<file path="config.mk">
export PLATFORM = sky130hd
export DESIGN_NAME = bcd_modcounter_disp_flat
export DESIGN_NICKNAME = d
export VERILOG_FILES = /design/src/rtl/bcd_modcounter_disp_pkg.sv /design/src/rtl/bcd_modcounter_disp_if.sv /design/src/rtl/bcd_seg7_dec.sv /design/src/rtl/bcd_modcounter_disp.sv /design/src/flat_wrapper.sv
export SDC_FILE = /design/constraint.sdc
export NUM_CORES = 1
export LEC_CHECK = 0
export CAP_MARGIN = 10
export CORE_MARGIN = 3
export CORE_UTILIZATION = 41
export CTS_CLUSTER_SIZE = 20
export DETAILED_ROUTE_END_ITERATION = 12
export PLACE_DENSITY = 0.65
export SETUP_SLACK_MARGIN = 0.02
export SYNTH_ARGS = -nofsm -noshare
export SYNTH_HDL_FRONTEND = slang
export SYNTH_SLANG_ARGS = --single-unit
</file>
<file path="constraint.sdc">
create_clock -name clk -period 2.75 [get_ports clk]
set_input_delay 0.275 -clock clk [delete_from_list [all_inputs] [get_ports clk]]
set_output_delay 0.275 -clock clk [all_outputs]
set_load 0.005 [all_outputs]
</file>
<file path="src/rtl/bcd_modcounter_disp_pkg.sv">
// ---------------------------------------------------------------------------
// bcd_modcounter_disp_pkg
//   Shared constants, types and helpers for the BCD modulus counter/display:
//   digit and segment widths, active-low 7-segment codes for 0-9, the blank
//   pattern, the per-edge counter operation encoding and an MSD-first BCD
//   magnitude compare.
// ---------------------------------------------------------------------------
package bcd_modcounter_disp_pkg;

    localparam int         BCD_W      = 4;
    localparam int         SEG_W      = 7;
    localparam int         MAX_DIGITS = 4;
    localparam logic [3:0] BCD_MAX    = 4'd9;
    localparam logic [6:0] SEG_BLANK  = 7'h7F;

    // What the counter core does to Q on the coming clock edge.
    typedef enum logic [2:0] {
        OP_HOLD = 3'd0,   // keep Q
        OP_LOAD = 3'd1,   // Q <= D
        OP_ZERO = 3'd2,   // Q <= 0 (up wrap or rejected load)
        OP_INC  = 3'd3,   // Q <= Q + 1, decimal carry
        OP_DEC  = 3'd4,   // Q <= Q - 1, decimal borrow
        OP_MAX  = 3'd5    // Q <= M - 1 (down wrap or out-of-range recovery)
    } count_op_e;

    // Active-low {g,f,e,d,c,b,a} pattern for one BCD digit; non-decimal codes blank.
    function automatic logic [6:0] seg7_code(input logic [3:0] bcd);
        logic [6:0] seg;
        case (bcd)
            4'd0:    seg = 7'h40;
            4'd1:    seg = 7'h79;
            4'd2:    seg = 7'h24;
            4'd3:    seg = 7'h30;
            4'd4:    seg = 7'h19;
            4'd5:    seg = 7'h12;
            4'd6:    seg = 7'h02;
            4'd7:    seg = 7'h78;
            4'd8:    seg = 7'h00;
            4'd9:    seg = 7'h10;
            default: seg = SEG_BLANK;
        endcase
        return seg;
    endfunction

    // a < b for BCD numbers up to MAX_DIGITS digits. The most significant
    // differing digit decides, so the result is valid for well-formed BCD.
    function automatic logic bcd_lt(input logic [15:0] a, input logic [15:0] b);
        logic decided;
        logic lt;
        decided = 1'b0;
        lt      = 1'b0;
        for (int i = MAX_DIGITS - 1; i >= 0; i--) begin
            if (!decided && (a[4*i +: 4] != b[4*i +: 4])) begin
                decided = 1'b1;
                lt      = (a[4*i +: 4] < b[4*i +: 4]);
            end
        end
        return lt;
    endfunction

endpackage

</file>
<file path="src/rtl/bcd_modcounter_disp_if.sv">
// ---------------------------------------------------------------------------
// bcd_modcounter_disp_if
//   Control, data and display bundle of the BCD modulus counter.
//   en   count enable           up   1 = up, 0 = down
//   ld   synchronous load       d    load value, BCD, digit 0 in [3:0]
//   mod  modulus, BCD (0 or any digit > 9 selects the full 10^DIGITS range)
//   q    current count, BCD     tc   registered terminal-count pulse
//   err  sticky bad-load flag   hex  active-low segments, digit i in [7i+6:7i]
//   master: the controlling side (keys/switches, testbench)
//   slave : the counter itself
// ---------------------------------------------------------------------------
interface bcd_modcounter_disp_if
    import bcd_modcounter_disp_pkg::*;
#(
    parameter int DIGITS = 2
);
    logic                      en;
    logic                      up;
    logic                      ld;
    logic [BCD_W*DIGITS-1:0]   d;
    logic [BCD_W*DIGITS-1:0]   mod;
    logic [BCD_W*DIGITS-1:0]   q;
    logic                      tc;
    logic                      err;
    logic [SEG_W*DIGITS-1:0]   hex;

    modport master (
        output en, up, ld, d, mod,
        input  q, tc, err, hex
    );

    modport slave (
        input  en, up, ld, d, mod,
        output q, tc, err, hex
    );

endinterface

</file>
<file path="src/rtl/bcd_seg7_dec.sv">
// ---------------------------------------------------------------------------
// bcd_seg7_dec
//   One BCD digit to active-low 7-segment drive, purely combinational.
//   bcd   in  4  digit value; codes above 9 display as blank
//   blank in  1  force the digit dark (leading-zero suppression)
//   seg   out 7  active-low segments {g..a}
// ---------------------------------------------------------------------------
module bcd_seg7_dec
    import bcd_modcounter_disp_pkg::*;
(
    input  logic [3:0] bcd,
    input  logic       blank,
    output logic [6:0] seg
);

    always_comb begin
        // NOTE: every combinational output gets a default first so no path
        // leaves it unassigned, which would otherwise infer a latch.
        seg = SEG_BLANK;
        if (!blank) begin
            seg = seg7_code(bcd);
        end
    end

endmodule

</file>
<file path="src/rtl/bcd_modcounter_disp.sv">
// ---------------------------------------------------------------------------
// bcd_modcounter_disp
//   N-digit BCD up/down counter with run-time modulus, parallel load,
//   registered terminal-count pulse, sticky load-error flag and per-digit
//   7-segment drive with optional leading-zero blanking.
//   clk  in  1  clock, rising edge (board CP)
//   rst  in  1  asynchronous active-high clear (board CLR)
//   bus  slave modport of bcd_modcounter_disp_if (en, up, ld, d, mod in;
//        q, tc, err, hex out)
//   Edge priority: rst > ld > en. hex follows q combinationally.
// ---------------------------------------------------------------------------
module bcd_modcounter_disp
    import bcd_modcounter_disp_pkg::*;
#(
    parameter int DIGITS   = 2,     // 1..4
    parameter bit BLANK_LZ = 1'b1   // blank leading-zero digits above digit 0
) (
    input  logic                  clk,
    input  logic                  rst,
    bcd_modcounter_disp_if.slave  bus
);

    localparam int W = BCD_W * DIGITS;

    logic [W-1:0]      q;
    logic [W-1:0]      mm1;          // effective modulus minus one, BCD
    logic              mod_full;     // modulus is the full 10^DIGITS range
    logic              d_valid;      // every load digit is decimal
    logic              d_in_range;   // D < M
    logic              load_ok;
    logic              q_ge_mm1;     // Q >= M-1
    logic              q_gt_mm1;     // Q >= M
    logic              q_zero;
    count_op_e         op;
    logic              wrap;
    logic              tc_r;
    logic              err_r;
    logic [DIGITS-1:0] blank;

    // -----------------------------------------------------------------------
    // Effective modulus: 0 or any non-decimal digit selects the full range.
    // -----------------------------------------------------------------------
    always_comb begin : mod_decode
        mod_full = (bus.mod == '0);
        for (int i = 0; i < DIGITS; i++) begin
            if (bus.mod[4*i +: 4] > BCD_MAX) begin
                mod_full = 1'b1;
            end
        end
    end

    // M-1 in BCD. A valid, non-zero modulus always absorbs the borrow, so
    // the chain needs no terminal case; the full range is simply all nines.
    always_comb begin : mm1_calc
        logic borrow;
        mm1    = '0;
        borrow = 1'b1;
        for (int i = 0; i < DIGITS; i++) begin
            if (mod_full) begin
                mm1[4*i +: 4] = BCD_MAX;
            end else if (borrow) begin
                if (bus.mod[4*i +: 4] == 4'd0) begin
                    mm1[4*i +: 4] = BCD_MAX;
                end else begin
                    mm1[4*i +: 4] = bus.mod[4*i +: 4] - 4'd1;
                    borrow        = 1'b0;
                end
            end else begin
                mm1[4*i +: 4] = bus.mod[4*i +: 4];
            end
        end
    end

    always_comb begin : load_check
        d_valid = 1'b1;
        for (int i = 0; i < DIGITS; i++) begin
            if (bus.d[4*i +: 4] > BCD_MAX) begin
                d_valid = 1'b0;
            end
        end
    end

    // Any decimal D fits the full range; otherwise compare against MOD.
    assign d_in_range = mod_full || bcd_lt(16'(bus.d), 16'(bus.mod));
    assign load_ok    = d_valid && d_in_range;

    assign q_ge_mm1 = !bcd_lt(16'(q), 16'(mm1));
    assign q_gt_mm1 = bcd_lt(16'(mm1), 16'(q));
    assign q_zero   = (q == '0);

    // -----------------------------------------------------------------------
    // Per-edge operation. Up wraps from anything >= M-1 (including a count
    // stranded above a reduced modulus); down only wraps from zero, and a
    // stranded count drops to M-1 without a terminal-count pulse.
    // -----------------------------------------------------------------------
    always_comb begin : op_select
        op   = OP_HOLD;
        wrap = 1'b0;
        if (bus.ld) begin
            op = load_ok ? OP_LOAD : OP_ZERO;
        end else if (bus.en) begin
            if (bus.up) begin
                if (q_ge_mm1) begin
                    op   = OP_ZERO;
                    wrap = 1'b1;
                end else begin
                    op = OP_INC;
                end
            end else if (q_zero) begin
                op   = OP_MAX;
                wrap = 1'b1;
            end else if (q_gt_mm1) begin
                op = OP_MAX;
            end else begin
                op = OP_DEC;
            end
        end
    end

    // -----------------------------------------------------------------------
    // Digit registers with ripple carry/borrow: a digit steps only when every
    // lower digit is at its rollover value (9 going up, 0 going down).
    // -----------------------------------------------------------------------
    for (genvar i = 0; i < DIGITS; i++) begin : g_digit
        logic [3:0] digit_q;
        logic [3:0] digit_d;
        logic       c_in;
        logic       b_in;

        if (i == 0) begin : g_lsd
            assign c_in = 1'b1;
            assign b_in = 1'b1;
        end else begin : g_upper
            assign c_in = g_digit[i-1].c_in && (g_digit[i-1].digit_q == BCD_MAX);
            assign b_in = g_digit[i-1].b_in && (g_digit[i-1].digit_q == 4'd0);
        end

        always_comb begin
            digit_d = digit_q;
            case (op)
                OP_LOAD: digit_d = bus.d[4*i +: 4];
                OP_ZERO: digit_d = 4'd0;
                OP_MAX:  digit_d = mm1[4*i +: 4];
                OP_INC:  if (c_in) digit_d = (digit_q == BCD_MAX) ? 4'd0 : digit_q + 4'd1;
                OP_DEC:  if (b_in) digit_d = (digit_q == 4'd0) ? BCD_MAX : digit_q - 4'd1;
                default: digit_d = digit_q;
            endcase
        end

        always_ff @(posedge clk or posedge rst) begin
            // NOTE: state registers use non-blocking assignments so every
            // register samples pre-edge values, independent of block order.
            if (rst) begin
                digit_q <= 4'd0;
            end else begin
                digit_q <= digit_d;
            end
        end

        assign q[4*i +: 4] = digit_q;
    end

    // Terminal count is a one-cycle pulse; err only changes on a load.
    always_ff @(posedge clk or posedge rst) begin
        if (rst) begin
            tc_r  <= 1'b0;
            err_r <= 1'b0;
        end else begin
            tc_r <= wrap;
            if (bus.ld) begin
                err_r <= !load_ok;
            end
        end
    end

    // -----------------------------------------------------------------------
    // Display: scan from the top digit; a digit is dark while it and every
    // digit above it are zero. Digit 0 is never blanked.
    // -----------------------------------------------------------------------
    always_comb begin : blank_gen
        logic zero_above;
        blank      = '0;
        zero_above = 1'b1;
        for (int i = DIGITS - 1; i > 0; i--) begin
            zero_above = zero_above && (q[4*i +: 4] == 4'd0);
            blank[i]   = BLANK_LZ && zero_above;
        end
    end

    for (genvar i = 0; i < DIGITS; i++) begin : g_seg
        bcd_seg7_dec u_dec (
            .bcd   (q[4*i +: 4]),
            .blank (blank[i]),
            .seg   (bus.hex[7*i +: 7])
        );
    end

    assign bus.q   = q;
    assign bus.tc  = tc_r;
    assign bus.err = err_r;

endmodule
</file>
<file path="src/flat_wrapper.sv">
// flat-port wrapper written by rule: the top's interface ports become plain ports
module bcd_modcounter_disp_flat import bcd_modcounter_disp_pkg::*;
#(
    parameter int DIGITS   = 2,            
    parameter bit BLANK_LZ = 1'b1                                             
)
  (clk, rst, bus_en, bus_up, bus_ld, bus_d, bus_mod, bus_q, bus_tc, bus_err, bus_hex);
  bcd_modcounter_disp_if #(.DIGITS(DIGITS)) bus_i ();
  input  logic clk;
  input  logic rst;
  input wire logic [$bits(bus_i.en)-1:0] bus_en;
  input wire logic [$bits(bus_i.up)-1:0] bus_up;
  input wire logic [$bits(bus_i.ld)-1:0] bus_ld;
  input wire logic [$bits(bus_i.d)-1:0] bus_d;
  input wire logic [$bits(bus_i.mod)-1:0] bus_mod;
  output wire logic [$bits(bus_i.q)-1:0] bus_q;
  output wire logic [$bits(bus_i.tc)-1:0] bus_tc;
  output wire logic [$bits(bus_i.err)-1:0] bus_err;
  output wire logic [$bits(bus_i.hex)-1:0] bus_hex;
  assign bus_i.en = bus_en;
  assign bus_i.up = bus_up;
  assign bus_i.ld = bus_ld;
  assign bus_i.d = bus_d;
  assign bus_i.mod = bus_mod;
  assign bus_q = bus_i.q;
  assign bus_tc = bus_i.tc;
  assign bus_err = bus_i.err;
  assign bus_hex = bus_i.hex;
  bcd_modcounter_disp #(.DIGITS(DIGITS), .BLANK_LZ(BLANK_LZ)) u_core (.clk(clk), .rst(rst), .bus(bus_i));
endmodule
</file>
==> flow_summary.json <==
{
  "fin_tns_setup_ps": -3010,
  "drtPass1Iterations": 4,
  "cp_slowest_cell": "or4b_4",
  "ioPinCount": 45,
  "max_clock_freq_mhz": 312,
  "grt_max_degree": 15,
  "ys.flop_type": "dfrtp_1",
  "switching_power_mw": 0.834,
  "drtAntennaViolNets": 0,
  "wl_met1_mm": 2.56,
  "vias_per_cell": 5.53,
  "power_density_mw_per_mm2": 657,
  "grt_overflow_total": 0,
  "cp_max_fo": 4,
  "worstPathCellList": "buf_12 > inv_16 > ha_4 > or4b_4 > nand2b_4 > or3_4 > and3_4 > ha_4 > nand4_1 > o21bai_1 > o21bai_4 > a211oi_4 > buf_4 > o22a_1 > nor3b_2 > o31ai_1",
  "setup_viol": 8,
  "synthArstFlopShare": 1.00,
  "synth-compound-area-share": 0.323,
  "wire_per_inst_um": 14.9,
  "grt_pass1_wl_mm": 9.90,
  "drtIter0Drc": 146,
  "synth_mux_area_frac": 0.0110,
  "synth_cell_type_count": 58,
  "drcViolationCount": 0,
  "root_buffer": "clkbuf_8",
  "slowest_delay_ps": 450,
  "status": "finished with violations",
  "synth_xor_xnor_area_share": 0.00959,
  "initial_utilization": 0.441,
  "syn_inst": 247,
  "synth-edff-count": 0,
  "hold_path_class": "input port to asynchronous set/reset pin",
  "pwr-share-seq": 0.118,
  "drive_gt1_frac": 0.267,
  "synth_top_family_by_area": "compound AO/OA/AOI/OAI gates",
  "total_leakage_power_nw": 1.28,
  "final_nets": 388,
  "die_y_um": 72.8,
  "worstMarginPinSlew_ps": 528,
  "cts_tree": "built",
  "slew-limit-headroom": 0.647,
  "peakVddDrop_v": 0.000307,
  "power_frac_comb": 0.798,
  "finalCoreUtilization": 0.711,
  "cap_violations": 0,
  "clock_latency_ps": 240,
  "fillers": 358,
  "numCtsBuffers": 3,
  "synth_simple_gate_area_share": 0.276,
  "antenna_cells": 0,
  "critPathBufInv": 3,
  "critical-path-top-delay-family": "simple AND/OR/NAND/NOR gates",
  "die_area_mm2": 0.00529,
  "period_minus_slack_ps": 3210,
  "cp_common_cell": "ha_4",
  "clock_power_share": 0.084,
  "clock_skew_ps": 7.43,
  "yosys_warnings": 0,
  "drt_wl_total_mm": 5.76,
  "yosysSeqAreaShare": 0.137,
  "p_sw_frac": 0.430,
  "violations": "setup timing",
  "fp.dieW_um": 72.8,
  "h-tree-depth": 1,
  "rsz0062_at_grt": "true",
  "worstSetupPathType": "input port to flip-flop",
  "post-route-period-util": 1.17,
  "core-area_mm2": 0.00414,
  "synth_seq_cells": 10,
  "multi_input_area_mm2": 0.00165,
  "synth_nets": 296,
  "startpoint_type": "input port",
  "slew_viol_final": 0,
  "top_layer_used": "met4",
  "grtUsageTotal": 0.234,
  "portBuffers": 44,
  "antenna_found_initial": 0,
  "syn_to_final_growth_pct": 61.4,
  "num_rows": 23,
  "avgSynthCellArea_um2": 7.40,
  "yosys.area_share.adder": 0.192,
  "clock_sinks": 10,
  "wl_met3_um": 205,
  "num_vias": 2142,
  "end_kind": "flip-flop",
  "clk_pin_slew_ps": 60,
  "met2RoutedLength_mm": 2.92,
  "finalWorstSetupSlack_ps": -459,
  "ff_latch_area_um2": 250,
  "hpwl_mm": 4.51,
  "grt_pass1_vias": 2139,
  "worstPathRequired_ps": 2900,
  "synth_area_mm2": 0.00183,
  "cp.arrival_ps": 3360,
  "timing_hold_violations_final": 0,
  "gp_congestion": 0.865,
  "cts_buffer_depth": 2,
  "intPower_mw": 1.10
}
-- cell usage in the layout (no fill, tap or decap), drive strengths merged, types with 2 or more instances in the layout --
cell	count
mux2i	2
inv	18
nand4	2
o21bai	6
a2111oi	2
o211ai	3
o31ai	4
a22oi	2
ha	28
clkbuf	3
nor3b	3
o22a	2
a31oi	2
buf	51
clkdlybuf4s50	39
and3	6
nor2	27
o21ai	15
a21oi	16
nand2	29
or3	3
dfrtp	10
nor3	4
nand3	8
nand2b	8
a41oi	4
clkdlybuf4s15	2
o22ai	2
or2	2
a211oi	9
and2	4
-- cell type report --
type	instances	area share
multi-input combinational	212	0.561
timing repair buffer	93	0.288
sequential	10	0.0849
inverter	19	0.0306
tap	50	0.0212
clock buffer	3	0.0140
-- flip-flops by register name, indices dropped and copies added, names as in the netlist --
| register | flops |
|---|---|
| u_core.g_digit.digit_q | 8 |
| u_core.bus.err | 1 |
| u_core.bus.tc | 1 |
-- layer usage --
| layer | track usage | vias up |
|---|---|---|
| li1 | - | 1094 |
| met1 | 0.299 | 979 |
| met2 | 0.414 | 61 |
| met3 | 0.0207 | 8 |
| met4 | 0.0738 | 0 |
| met5 | 0 | - |
-- through the flow --
| stage | cell area [um^2] | power, mW | cells | hold slack, ps | worst slack [ps] |
|---|---|---|---|---|---|
| 2_1_floorplan | 1940 | 0.998 | 247 | 115 | -477 |
| 3_3_place_gp | 2750 | 1.65 | 380 | 501 | -1070 |
| 3_5_place_dp | 2750 | 1.66 | 380 | 515 | -1140 |
| 4_1_cts | 2890 | 1.90 | 387 | 358 | -500 |
| 5_1_grt | 2950 | 2.12 | 387 | 383 | -613 |
| 6_report | 2950 | 1.94 | 387 | 339 | -459 |
-- worst reg2reg max path: stages, from the launching register on --
cell and delay, ps:
dfrtp_1 370, inv_1 170, ha_1 270, nand2b_1 180, a2111oi_4 410, nor3_4 100
buf_12 150, a21o_2 220, and3_1 180, o311ai_1 260, o31ai_1 120
-- timing repair --
action                                  in CTS  in global routing
resized for setup                           28                 16
pin swaps                                   18                 16
hold buffers                                 0                  0
gates cloned                                 0                  0
buffers inserted                             4                  1
endpoints found under the setup margin       9                  9
-- logic make-up after synthesis --
logic type,count (synthesis)
DFF,10
buffers and inverters,25
AOI/OAI and AO/OA,80
and+or+nand+nor,100
adders and majority gates,28
xor gates and xnor gates,2
muxes,2
-- worst paths after layout --
check,startpoint,to,slack (ps),cells past startpoint
setup / recovery,bus_mod[1],u_core.g_digit[0].digit_q[0],-460,16
hold / removal,rst,u_core.g_digit[0].digit_q[0],340,2
setup reg to reg,u_core.g_digit[1].digit_q[0],u_core.g_digit[0].digit_q[0],190,10
hold reg to reg,u_core.bus.err,u_core.bus.err,530,2
max in group asynchronous,rst,u_core.g_digit[1].digit_q[2],2090,2
min in group clk,u_core.bus.err,u_core.bus.err,530,2
-- power groups by stage --
stage | registers [mW] | clock network, mW | logic, mW
after floorplan | 0.249 | 0 | 0.750
after global routing | 0.232 | 0.173 | 1.72
after CTS | 0.225 | 0.163 | 1.51
final | 0.228 | 0.164 | 1.55
after detailed placement | 0.227 | 0 | 1.43
after global placement | 0.227 | 0 | 1.42
-- synth_stat cells (4+ instances only) --
cell type | n | share of area
nand2_1 | 29 | 0.060
ha_1 | 28 | 0.19
nor2_1 | 27 | 0.055
inv_1 | 18 | 0.037
a21oi_1 | 16 | 0.044
o21ai_0 | 15 | 0.041
dfrtp_1 | 10 | 0.14
nand3_1 | 8 | 0.022
nand2b_1 | 7 | 0.024
a211oi_1 | 6 | 0.025
o21bai_1 | 6 | 0.025
and3_1 | 5 | 0.017
clkbuf_1 | 5 | 0.010
o31ai_1 | 4 | 0.016
Power figures use the tool's default switching activity.
